**src/rtl/gold_ctrl_pkg.sv**
```systemverilog
// -----------------------------------------------------------------------------
// gold_ctrl_pkg
// Shared types for the gold pickup sequencer and its helpers.
//   gold_state_t  - sequencer state, also exported on the debug/HUD port
//   rr_prio_t     - which tank wins a same-cycle double take
//   tile_t        - 5-bit tile coordinate (pixel top-left = tile * TILE_SIZE)
//   frame_cnt_t   - 10-bit saturating frame/retry counter
//   tile_in_range - true when a drawn tile lies on the visible playfield
// -----------------------------------------------------------------------------
package gold_ctrl_pkg;

  localparam int TILE_SIZE = 32;

  typedef logic [4:0] tile_t;
  typedef logic [9:0] frame_cnt_t;

  typedef enum logic [2:0] {
    IDLE    = 3'd0,
    WAIT    = 3'd1,
    PICK    = 3'd2,
    CHECK   = 3'd3,
    ACTIVE  = 3'd4,
    COLLECT = 3'd5
  } gold_state_t;

  typedef enum logic {
    PRIO_TANK1 = 1'b0,
    PRIO_TANK2 = 1'b1
  } rr_prio_t;

  // The random sources span 0..31 while the playfield is smaller, so a draw
  // can land off-map and must be redrawn.
  function automatic logic tile_in_range(input tile_t x, input tile_t y,
                                         input int cols, input int rows);
    return (int'(x) < cols) && (int'(y) < rows);
  endfunction

endpackage

```
**src/rtl/frame_countdown.sv**
```systemverilog
// -----------------------------------------------------------------------------
// frame_countdown
// Frame-gated up-counter shared by the timed pickups. Counts one step per
// start-of-frame pulse while enabled, saturates at all-ones instead of
// wrapping, and flags the frame on which the count sits at the caller's limit.
// Ports:
//   clk, reset  - clock, synchronous active-high reset
//   sof         - 1-cycle start-of-frame pulse
//   enable      - counting allowed this cycle
//   clear       - restart from zero (wins over counting)
//   limit       - terminal value to compare against
//   count_next  - value the counter takes at the coming edge
//   at_limit    - SOF seen while enabled with the count equal to limit
// -----------------------------------------------------------------------------
module frame_countdown
  import gold_ctrl_pkg::*;
(
  input  logic       clk,
  input  logic       reset,
  input  logic       sof,
  input  logic       enable,
  input  logic       clear,
  input  frame_cnt_t limit,
  output frame_cnt_t count_next,
  output logic       at_limit
);

  frame_cnt_t count;

  // NOTE: every signal assigned in an always_comb gets a default on the first
  // line, so no path leaves it unassigned and no latch is inferred.
  always_comb begin
    count_next = count;
    if (clear) begin
      count_next = '0;
    end else if (enable && sof && (count != '1)) begin
      count_next = count + frame_cnt_t'(1);
    end
  end

  assign at_limit = enable && sof && (count == limit);

  // NOTE: state is updated with non-blocking assignments so every register
  // samples the pre-edge values, independent of block ordering.
  always_ff @(posedge clk) begin
    if (reset) begin
      count <= '0;
    end else begin
      count <= count_next;
    end
  end

endmodule

```
**src/rtl/gold_spawn_controller.sv**
```systemverilog
// -----------------------------------------------------------------------------
// gold_spawn_controller
// Sequences the single gold pickup on the tile playfield: waits a respawn
// delay, draws random candidate tiles (redrawing off-map ones, retrying
// blocked ones a bounded number of times), commits the tile, keeps the gold
// visible with a blink near the end of its lifetime, and awards exactly one
// tank per pickup with round-robin tie-breaking.
// Ports:
//   clk, reset                - clock, synchronous active-high reset
//   startOfFrame              - 1-cycle pulse per VGA frame
//   game_active               - level running; low forces IDLE
//   randomX, randomY          - free-running random tile coordinates
//   tile_blocked              - combinational map lookup of cand_tileX/Y
//   gold_take1, gold_take2    - tank collision levels
//   cand_tileX, cand_tileY    - candidate tile presented to the map lookup
//   gold_tileX, gold_tileY    - committed gold tile
//   gold_visible              - drawer enable
//   gold_up                   - 1-cycle pulse on spawn commit
//   award1, award2            - 1-cycle pulse per collected gold
//   gold_state                - current sequencer state
// All outputs are registered.
// -----------------------------------------------------------------------------
module gold_spawn_controller
  import gold_ctrl_pkg::*;
#(
  parameter int TILE_COLS       = 20,
  parameter int TILE_ROWS       = 15,
  parameter int RESPAWN_FRAMES  = 180,
  parameter int LIFETIME_FRAMES = 600,
  parameter int BLINK_FRAMES    = 120,
  parameter int MAX_RETRIES     = 4
) (
  input  logic        clk,
  input  logic        reset,
  input  logic        startOfFrame,
  input  logic        game_active,
  input  logic [4:0]  randomX,
  input  logic [4:0]  randomY,
  input  logic        tile_blocked,
  input  logic        gold_take1,
  input  logic        gold_take2,
  output logic [4:0]  cand_tileX,
  output logic [4:0]  cand_tileY,
  output logic [4:0]  gold_tileX,
  output logic [4:0]  gold_tileY,
  output logic        gold_visible,
  output logic        gold_up,
  output logic        award1,
  output logic        award2,
  output logic [2:0]  gold_state
);

  localparam frame_cnt_t RESPAWN_LAST  = frame_cnt_t'(RESPAWN_FRAMES - 1);
  localparam frame_cnt_t LIFETIME_LAST = frame_cnt_t'(LIFETIME_FRAMES - 1);
  localparam frame_cnt_t BLINK_START   = frame_cnt_t'(LIFETIME_FRAMES - BLINK_FRAMES);
  localparam frame_cnt_t RETRY_LAST    = frame_cnt_t'(MAX_RETRIES - 1);

  gold_state_t state_q, state_d;
  frame_cnt_t  retry_q;
  rr_prio_t    rr_prio_q;

  frame_cnt_t  frame_next;
  frame_cnt_t  frame_limit;
  logic        frame_tc;
  logic        frame_clear;
  logic        frame_enable;

  logic        cand_load;
  logic        commit;
  logic        retry_clear;
  logic        retry_inc;
  logic        win1;
  logic        win2;
  logic        tie;
  logic        visible_d;

  // One counter serves both timed states; the limit follows the state.
  assign frame_limit  = (state_q == WAIT) ? RESPAWN_LAST : LIFETIME_LAST;
  assign frame_enable = (state_q == WAIT) || (state_q == ACTIVE);
  // Every state change restarts the frame count, which covers all the
  // "frame_cnt=0" entries into WAIT and ACTIVE.
  assign frame_clear  = (state_d != state_q);

  frame_countdown u_frame_countdown (
    .clk        (clk),
    .reset      (reset),
    .sof        (startOfFrame),
    .enable     (frame_enable),
    .clear      (frame_clear),
    .limit      (frame_limit),
    .count_next (frame_next),
    .at_limit   (frame_tc)
  );

  always_comb begin
    state_d     = state_q;
    cand_load   = 1'b0;
    commit      = 1'b0;
    retry_clear = 1'b0;
    retry_inc   = 1'b0;
    win1        = 1'b0;
    win2        = 1'b0;
    tie         = 1'b0;

    if (!game_active) begin
      state_d = IDLE;
    end else begin
      case (state_q)
        IDLE: state_d = WAIT;

        WAIT: begin
          if (frame_tc) begin
            state_d     = PICK;
            retry_clear = 1'b1;
          end
        end

        PICK: begin
          // Off-map draws loop here without touching the retry budget.
          cand_load = 1'b1;
          if (tile_in_range(randomX, randomY, TILE_COLS, TILE_ROWS)) begin
            state_d = CHECK;
          end
        end

        CHECK: begin
          if (tile_blocked) begin
            retry_inc = 1'b1;
            state_d   = (retry_q == RETRY_LAST) ? WAIT : PICK;
          end else begin
            commit  = 1'b1;
            state_d = ACTIVE;
          end
        end

        ACTIVE: begin
          // A take on the expiry frame still wins, so it is tested first.
          if (gold_take1 || gold_take2) begin
            state_d = COLLECT;
            tie     = gold_take1 && gold_take2;
            if (tie) begin
              win1 = (rr_prio_q == PRIO_TANK1);
              win2 = (rr_prio_q == PRIO_TANK2);
            end else begin
              win1 = gold_take1;
              win2 = gold_take2;
            end
          end else if (frame_tc) begin
            state_d = WAIT;
          end
        end

        COLLECT: begin
          // Hold until both collisions drop so a lingering overlap cannot
          // collect the next gold by accident.
          if (!gold_take1 && !gold_take2) begin
            state_d = WAIT;
          end
        end

        default: state_d = IDLE;
      endcase
    end
  end

  // Visibility is computed from the post-edge state and count so the drawer
  // enable lines up with gold_state on the same cycle. The blink toggles
  // every 8 frames via bit 3 of the lifetime count.
  assign visible_d = (state_d == ACTIVE) &&
                     ((frame_next < BLINK_START) || !frame_next[3]);

  always_ff @(posedge clk) begin
    if (reset) begin
      state_q      <= IDLE;
      retry_q      <= '0;
      rr_prio_q    <= PRIO_TANK1;
      cand_tileX   <= '0;
      cand_tileY   <= '0;
      gold_tileX   <= '0;
      gold_tileY   <= '0;
      gold_visible <= 1'b0;
      gold_up      <= 1'b0;
      award1       <= 1'b0;
      award2       <= 1'b0;
    end else begin
      state_q      <= state_d;
      gold_visible <= visible_d;
      gold_up      <= commit;
      award1       <= win1;
      award2       <= win2;

      if (cand_load) begin
        cand_tileX <= randomX;
        cand_tileY <= randomY;
      end

      if (commit) begin
        gold_tileX <= cand_tileX;
        gold_tileY <= cand_tileY;
      end

      if (retry_clear) begin
        retry_q <= '0;
      end else if (retry_inc && (retry_q != '1)) begin
        retry_q <= retry_q + frame_cnt_t'(1);
      end

      // The tank that lost a tie gets priority on the next tie.
      if (tie) begin
        rr_prio_q <= (rr_prio_q == PRIO_TANK1) ? PRIO_TANK2 : PRIO_TANK1;
      end
    end
  end

  assign gold_state = state_q;

endmodule

```
**config.mk**
```make
export PLATFORM = sky130hd
export DESIGN_NAME = gold_spawn_controller
export DESIGN_NICKNAME = d
export VERILOG_FILES = /design/src/rtl/gold_ctrl_pkg.sv /design/src/rtl/frame_countdown.sv /design/src/rtl/gold_spawn_controller.sv
export SDC_FILE = /design/constraint.sdc
export NUM_CORES = 1
export LEC_CHECK = 0
export BUFFER_PORTS_ARGS = -buffer_cell sky130_fd_sc_hd__buf_2
export CAP_MARGIN = 20
export CORE_AREA = 2 2 75 77
export CTS_CLUSTER_SIZE = 40
export DETAILED_ROUTE_END_ITERATION = 10
export DIE_AREA = 0 0 77 79
export HOLD_SLACK_MARGIN = 0.02
export PLACE_DENSITY = 0.66
export SETUP_SLACK_MARGIN = 0.3
export SYNTH_ARGS = -nofsm -noshare
export SYNTH_HDL_FRONTEND = slang
export SYNTH_SLANG_ARGS = --single-unit
```
**constraint.sdc**
```tcl
create_clock -name clk -period 2.05 [get_ports clk]
set_input_delay 0.205 -clock clk [delete_from_list [all_inputs] [get_ports clk]]
set_output_delay 0.205 -clock clk [all_outputs]
set_load 0.02 [all_outputs]
```
# Yosys cells after proc, flatten, opt, wreduce, memory -nomap -nowiden
# Index checks and enable logic that the tools add are counted.
op_classes:
  n_div: 0
  n_mux: 29
  n_reduce_logical: 17
  n_eq_ne: 11
  n_shift: 0
  n_bitwise: 4
  add_sub_neg: 2
  order_cmp: 3
  multipliers: 0
op_table:
  columns: ["op", "n"]
  rows:
  - ["2-to-1 mux 10 bit", 3]
  - ["2-to-1 mux 3 bit", 7]
  - ["adder 10 x 1 -> 10 bit (second input constant)", 2]
  - ["inequality test 10 bit (second input constant)", 2]
  - ["one-hot mux 3 bit (6 select lines)", 1]
  - ["2-to-1 mux 1 bit", 17]
  - ["== test 10 bit", 1]
  - ["== test 10 x 2 -> 1 bit (second input constant)", 1]
  - ["< comparator 10 x 9 -> 1 bit (second input constant)", 1]
  - ["== test 3 bit (second input constant)", 3]
  - ["logical AND 1 bit", 8]
  - ["== test 3 x 2 -> 1 bit (second input constant)", 2]
  - ["< comparator 5 x 4 -> 1 bit (second input constant)", 1]
  - ["< comparator 5 bit (second input constant)", 1]
  - ["inverter 1 bit", 4]
  - ["OR reduction 4 bit", 1]
  - ["== test 3 x 1 -> 1 bit (second input constant)", 1]
  - ["zero test 1 bit", 3]
  - ["zero test 3 bit", 1]
  - ["logical OR 1 bit", 3]
  - ["inequality test 3 bit", 1]
  - ["2-to-1 mux 2 bit", 1]
  - ["OR reduction 2 bit", 1]
totals:
  wordCells: 78
  ramBits: 0
  in_bits: 17
  ff_bits: 48
  memories: 0
  output_inout_bits: 27
  latchBits: 0
  mem_bits_ro: 0

# Depth between registers and ports, before layout
depth:
  depth_word: 13
  mapped_depth: 8
  depth_no_buf: 7

# Cells and area by module
# A second synthesis with hierarchy kept.
unflattened:
  cells_unflattened: 308
  area_unflattened_um2: 2529.9
by_module_without_submodules:
  columns: ["module", "n_inst", "seq_area_each_um2", "cells_per_inst", "area_each_um2"]
  rows:
  - ["gold_spawn_controller", 1, 760.7, 216, 1752.9]
  - ["frame_countdown", 1, 200.2, 92, 777.0]

# Worst setup path before layout
# OpenSTA, ideal clock, no wires.
synth_path:
  path_type: "register -> register"
  from: "register state_q[1] (netlist: gold_state[1])"
  to: "register gold_visible"
  stages_incl_launch_ff: 7
  path_buffers: 0
  slack_ns: 0.156
  setup_time_ns: 0.122
  required_time_ns: 1.928
  arrival_ns: 1.772
  synth_period_minus_slack_ns: 1.894
  cell_sequence: "dfxtp_1 -> nor2b_4 -> and3_2 -> nand4_1 -> a32oi_2 -> nand3_1 -> o311a_1"
synth_between:
  elab_chain_len: 13
  elab_cells_between_ends: 27
  cone_classes: "order compare: 1; eq/ne: 8; mux: 10; reduce/logical: 8"
synth_rtl:
  columns: ["element", "line_no", "text"]
  rows:
  - ["start: declaration", "gold_spawn_controller.sv:58", "gold_state_t state_q, state_d;"]
  - ["start signal: assignment", "gold_spawn_controller.sv:186", "state_q <= state_d;"]
  - ["== test 3 x 1 -> 1 bit or == test 3 bit (tied branches)", "gold_spawn_controller.sv:78, gold_spawn_controller.sv:79, gold_spawn_controller.sv:108", null]
  - ["2-to-1 mux 10 bit or logical OR 1 bit (tied branches)", "gold_spawn_controller.sv:78, gold_spawn_controller.sv:79", null]
  - ["== test 10 bit or logical AND 1 bit (tied branches)", "frame_countdown.sv:41, frame_countdown.sv:36", null]
  - ["logical AND 1 bit", "frame_countdown.sv:41", "assign at_limit = enable && sof && (count == limit);"]
  - ["2-to-1 mux 3 bit", "gold_spawn_controller.sv:148", "end else if (frame_tc) begin"]
  - ["2-to-1 mux 3 bit", "gold_spawn_controller.sv:138", "if (gold_take1 || gold_take2) begin"]
  - ["one-hot mux 3 bit (6 select lines)", "gold_spawn_controller.sv:108", "case (state_q)"]
  - ["2-to-1 mux 3 bit", "gold_spawn_controller.sv:105", "if (!game_active) begin"]
  - ["inequality test 3 bit", "gold_spawn_controller.sv:82", "assign frame_clear = (state_d != state_q);"]
  - ["2-to-1 mux 10 bit", "frame_countdown.sv:34", "if (clear) begin"]
  - ["< comparator 10 x 9 -> 1 bit or zero test 1 bit (tied branches)", "gold_spawn_controller.sv:170", "((frame_next < BLINK_START) || !frame_next[3]);"]
  - ["logical OR 1 bit", "gold_spawn_controller.sv:170", null]
  - ["logical AND 1 bit (*)", "gold_spawn_controller.sv:169", "assign visible_d = (state_d == ACTIVE) &&"]
  - ["end signal: assignment", "gold_spawn_controller.sv:187", "gold_visible <= visible_d;"]
  - ["end: declaration", "gold_spawn_controller.sv:46", "output logic gold_visible,"]
# Every way passes the cells marked *; elsewhere a longest branch is shown, timed or not.
# A chain may end at the register's enable or synchronous reset.

# Final worst setup path
layout_path:
  from: "register retry_q[0]"
  to: "register gold_visible"
layout_between:
  elab_chain_len: 10
  elab_cells_between_ends: 12
  cone_classes: "order compare: 1; eq/ne: 3; mux: 5; reduce/logical: 3"
layout_rtl:
  columns: ["element", "line_no", "text"]
  rows:
  - ["start: declaration", "gold_spawn_controller.sv:59", "frame_cnt_t retry_q;"]
  - ["start signal: assignment", "gold_spawn_controller.sv:205", "retry_q <= retry_q + frame_cnt_t'(1);"]
  - ["== test 10 x 2 -> 1 bit (*)", "gold_spawn_controller.sv:129", "state_d = (retry_q == RETRY_LAST) ? WAIT : PICK;"]
  - ["2-to-1 mux 2 bit (*)", "gold_spawn_controller.sv:129", null]
  - ["2-to-1 mux 3 bit (*)", "gold_spawn_controller.sv:127", "if (tile_blocked) begin"]
  - ["one-hot mux 3 bit (6 select lines) (*)", "gold_spawn_controller.sv:108", null]
  - ["2-to-1 mux 3 bit (*)", "gold_spawn_controller.sv:105", null]
  - ["inequality test 3 bit", "gold_spawn_controller.sv:82", null]
  - ["2-to-1 mux 10 bit", "frame_countdown.sv:34", null]
  - ["< comparator 10 x 9 -> 1 bit or zero test 1 bit (tied branches)", "gold_spawn_controller.sv:170", null]
  - ["logical OR 1 bit", "gold_spawn_controller.sv:170", null]
  - ["logical AND 1 bit (*)", "gold_spawn_controller.sv:169", null]
# Marks and branches as above.

==> metrics <==
clock buffer count from CTS 5; share of the yosys chip area belonging to registers 41.4%; relative contribution of sequential cells to total power 53.7%; Cell Chain, Critical Path ha_4, nor2b_2, nand4_1, a32oi_4, nand3_1, o311a_1; highest net fanout along the worst path 5; critical path type reg -> reg; slack of the critical path 0.207 ns; count of flip-flops with a built-in enable after synthesis 0; Max-Slew Margin vs Limit 58.1%; via density per instance 5.50; buffers plus inverters on the worst setup path 0; total detailed-routing wirelength 5540 µm; number of filler instances in the final layout 526; area growth from synthesis to final layout 29.3%; hold violation count in the final report 0; Final Max Tran Viols 0; global placement routability congestion 0.849; nets in the synthesized netlist 280; GRT Residual Overflow 0; Initial Utilization 43.5%; DRC violation total after the first TritonRoute iteration 73; number of buffers between clock root and the deepest sink 2; total of buffers placed on input and output ports 43; number of design rule violations left after detail routing 0; outcome finished clean; core footprint 0.00534 mm²; die extent in y 79 µm; combinational share of power 5.4%; register bit total from synthesis 48; clock-pin slew on the worst setup and hold paths 0.09 ns; clock insertion delay at the later pin of the skew report 0.30 ns; critical path data required time 2.25 ns; Internal Pwr Total 1330 µW; endpoints failing setup 0; endpoint class of the critical path flop; layout cells sized above 1 35.0%; cell depth of the worst hold path 3; number of cells produced by synthesis 261; setup repair after global routing missed its margin yes; most frequently used cell type in the post-synthesis netlist dfxtp_1; total stage count of the critical path 6; TritonCTS clock tree yes; data arrival at the endpoint of the critical path 2.04 ns; maximum number of pins on one net before global-route repair 25; power spent charging and discharging nets 405 µW; Least-Margin Pin Slew 0.620 ns; Max Freq 0.543 GHz; total number of placement rows 27; Pwr per Cell Area 579 mW/mm²; distinct cell type count after synthesis 57; die area 0.00608 mm²; sum of negative setup slack 0 ns; global-route wire length before repair 8750 µm; number of nets still failing antenna checks after routing 0; ranking of synthesized cells by instance count dfxtp_1 (48), nor2_1 (35), nand2_1 (34); post-route clock period utilization 89.9%; Post-Place Worst Slack 0.192 ns; setup clock skew after layout 0.00718 ns; Period minus WS final 1.84 ns; Detailed Routing Iterations Pass 1 4; main area contributors after synthesis dfxtp_1 (41%), nor2_1 (5.7%), nand2_1 (5.5%); total power after layout 1740 µW; switching part of the total power 23.3%; gate family responsible for the most delay along the worst path compound AO/OA/AOI/OAI gates; Critical Path Slowest Stage Cell dfxtp_2; Register-to-Register Path Depth 6; fraction of post-synthesis cell area in the top cell type by area 41.4%; Post-synth ARST share 0%; vias in the first global route 1,925; IO Pins 44; average wire length per cell after detail routing 14.2 µm; synthesized area divided by synthesized cell count 8.90 µm²; maximum vdd drop 0.371 mV; root cell of the clock tree clkbuf_8; share of power burned in the clock network 40.9%; final hold slack 0.135 ns; initial antenna violation count 0; ANT cells 0; H-tree levels 2; type of origin of the critical path flop; biggest area consumer among synthesized cells dfxtp_1; placed wire-length estimate after detailed placement 3600 µm; CP max stage delay 0.40 ns; global router's overall resource usage 17.6%; final-stage net count 335; Max-Cap Viols 0; most common flop cell mapped by yosys dfxtp_1; die extent in x 77 µm; number of clock sinks 48; count of synthesis-stage warnings from yosys 0; class of the most critical hold timing path in -> reg; LEAKAGE 0.00112 µW; Synth Cell Area 0.00232 mm²; detailed-route via count 2,138
kinds of logic after synthesis:
group	Yosys count	synth area share, %
and+or+nand+nor	124	28.3
DFF	48	41.4
AOI/OAI and AO/OA	46	14.3
xor gates and xnor gates	17	7.22
buffers and inverters	14	3.34
muxes	10	4.31
adders and majority gates	2	1.08
path summary, 6_finish.rpt:
kind                               startpoint       endpoint  slack (ns)
worst min register to register  cand_tileX[2]  cand_tileX[2]        0.48
worst min-delay path               randomX[1]  cand_tileX[1]        0.13
worst max-delay path               retry_q[0]   gold_visible        0.21
worst max register to register     retry_q[0]   gold_visible        0.21
flip-flops by register name, indices dropped and copies added (netlist names):
| signal | count |
|---|---|
| u_frame_countdown.count | 10 |
| award2 | 1 |
| gold_tileX | 5 |
| award1 | 1 |
| retry_q | 10 |
| gold_tileY | 5 |
| cand_tileX | 5 |
| rr_prio_q | 1 |
| gold_state | 3 |
| gold_visible | 1 |
| gold_up | 1 |
| cand_tileY | 5 |
repair_timing:
action,4_1_cts,5_1_grt
pin swaps,5,12
buffers inserted,4,6
gates cloned,0,1
endpoints found under the setup margin,22,22
gates resized for setup,11,24
hold buffers,0,0
power by group through the flow:
stage / sequential [µW] / combinational, µW / clock, µW
CTS: 936 / 79.6 / 730
global route: 933 / 104 / 766
global placement: 959 / 78.4 / 0
detailed placement: 959 / 79.2 / 0
floorplan: 956 / 50.9 / 0
finish: 932 / 94.5 / 711
stage by stage:
step | utilization [%] | instance area [µm²] | instances
floorplan | - | 2350 | 261
global route | 56.3 | 3000 | 389
finish | 56.3 | 3000 | 389
detailed placement | 49.2 | 2620 | 370
CTS | 52.8 | 2820 | 382
global placement | 49.2 | 2620 | 370
area by class of cell:
cell class | instances | area [µm²] | area share (%)
Tap cell | 72 | 90.1 | 3.00
Sequential cell | 48 | 986 | 32.8
Inverter | 4 | 17.5 | 0.583
Timing Repair Buffer | 57 | 325 | 10.8
Multi-Input combinational cell | 200 | 1470 | 48.9
Clock inverter | 3 | 47.5 | 1.58
Clock buffer | 5 | 68.8 | 2.29
tightest hold or removal path, delay by kind of cell:
| family | cells | cell delay (ns) |
|---|---|---|
| AO/OA/AOI/OAI | 1 | 0.05 |
| buffers and inverters | 1 | 0.09 |
| AND/OR/NAND/NOR | 1 | 0.05 |
metal layers:
metal	GRT usage [%]	up-vias	wire length (µm)	part of all wire [%]
li1	-	1046	-	-
met1	22.0	1039	2530	46
met2	30.3	45	2680	48
met3	3.75	8	224	4.0
met4	6.07	0	105	1.9
met5	0	-	0	0
placed cells by master, fill, tap and decap left out, types with 2 or more instances in the layout:
master	instances
mux2i_1	10
nand3b_1	3
ha_4	2
nand4_1	8
dfxtp_1	38
xnor2_1	7
buf_6	2
nand2_1	34
and3_4	2
nor2_1	35
nand4b_4	2
nor4_4	2
o21ai_0	8
and3_1	3
nor3_1	5
clkbuf_8	5
inv_1	2
buf_4	11
nand3_1	10
dfxtp_2	5
dfxtp_4	5
clkinv_4	2
nor2b_2	2
a21oi_1	17
and4_1	2
and3_2	2
or3_1	3
a211oi_2	2
buf_2	44
xor2_1	9
Power figures use the tool's default switching activity.
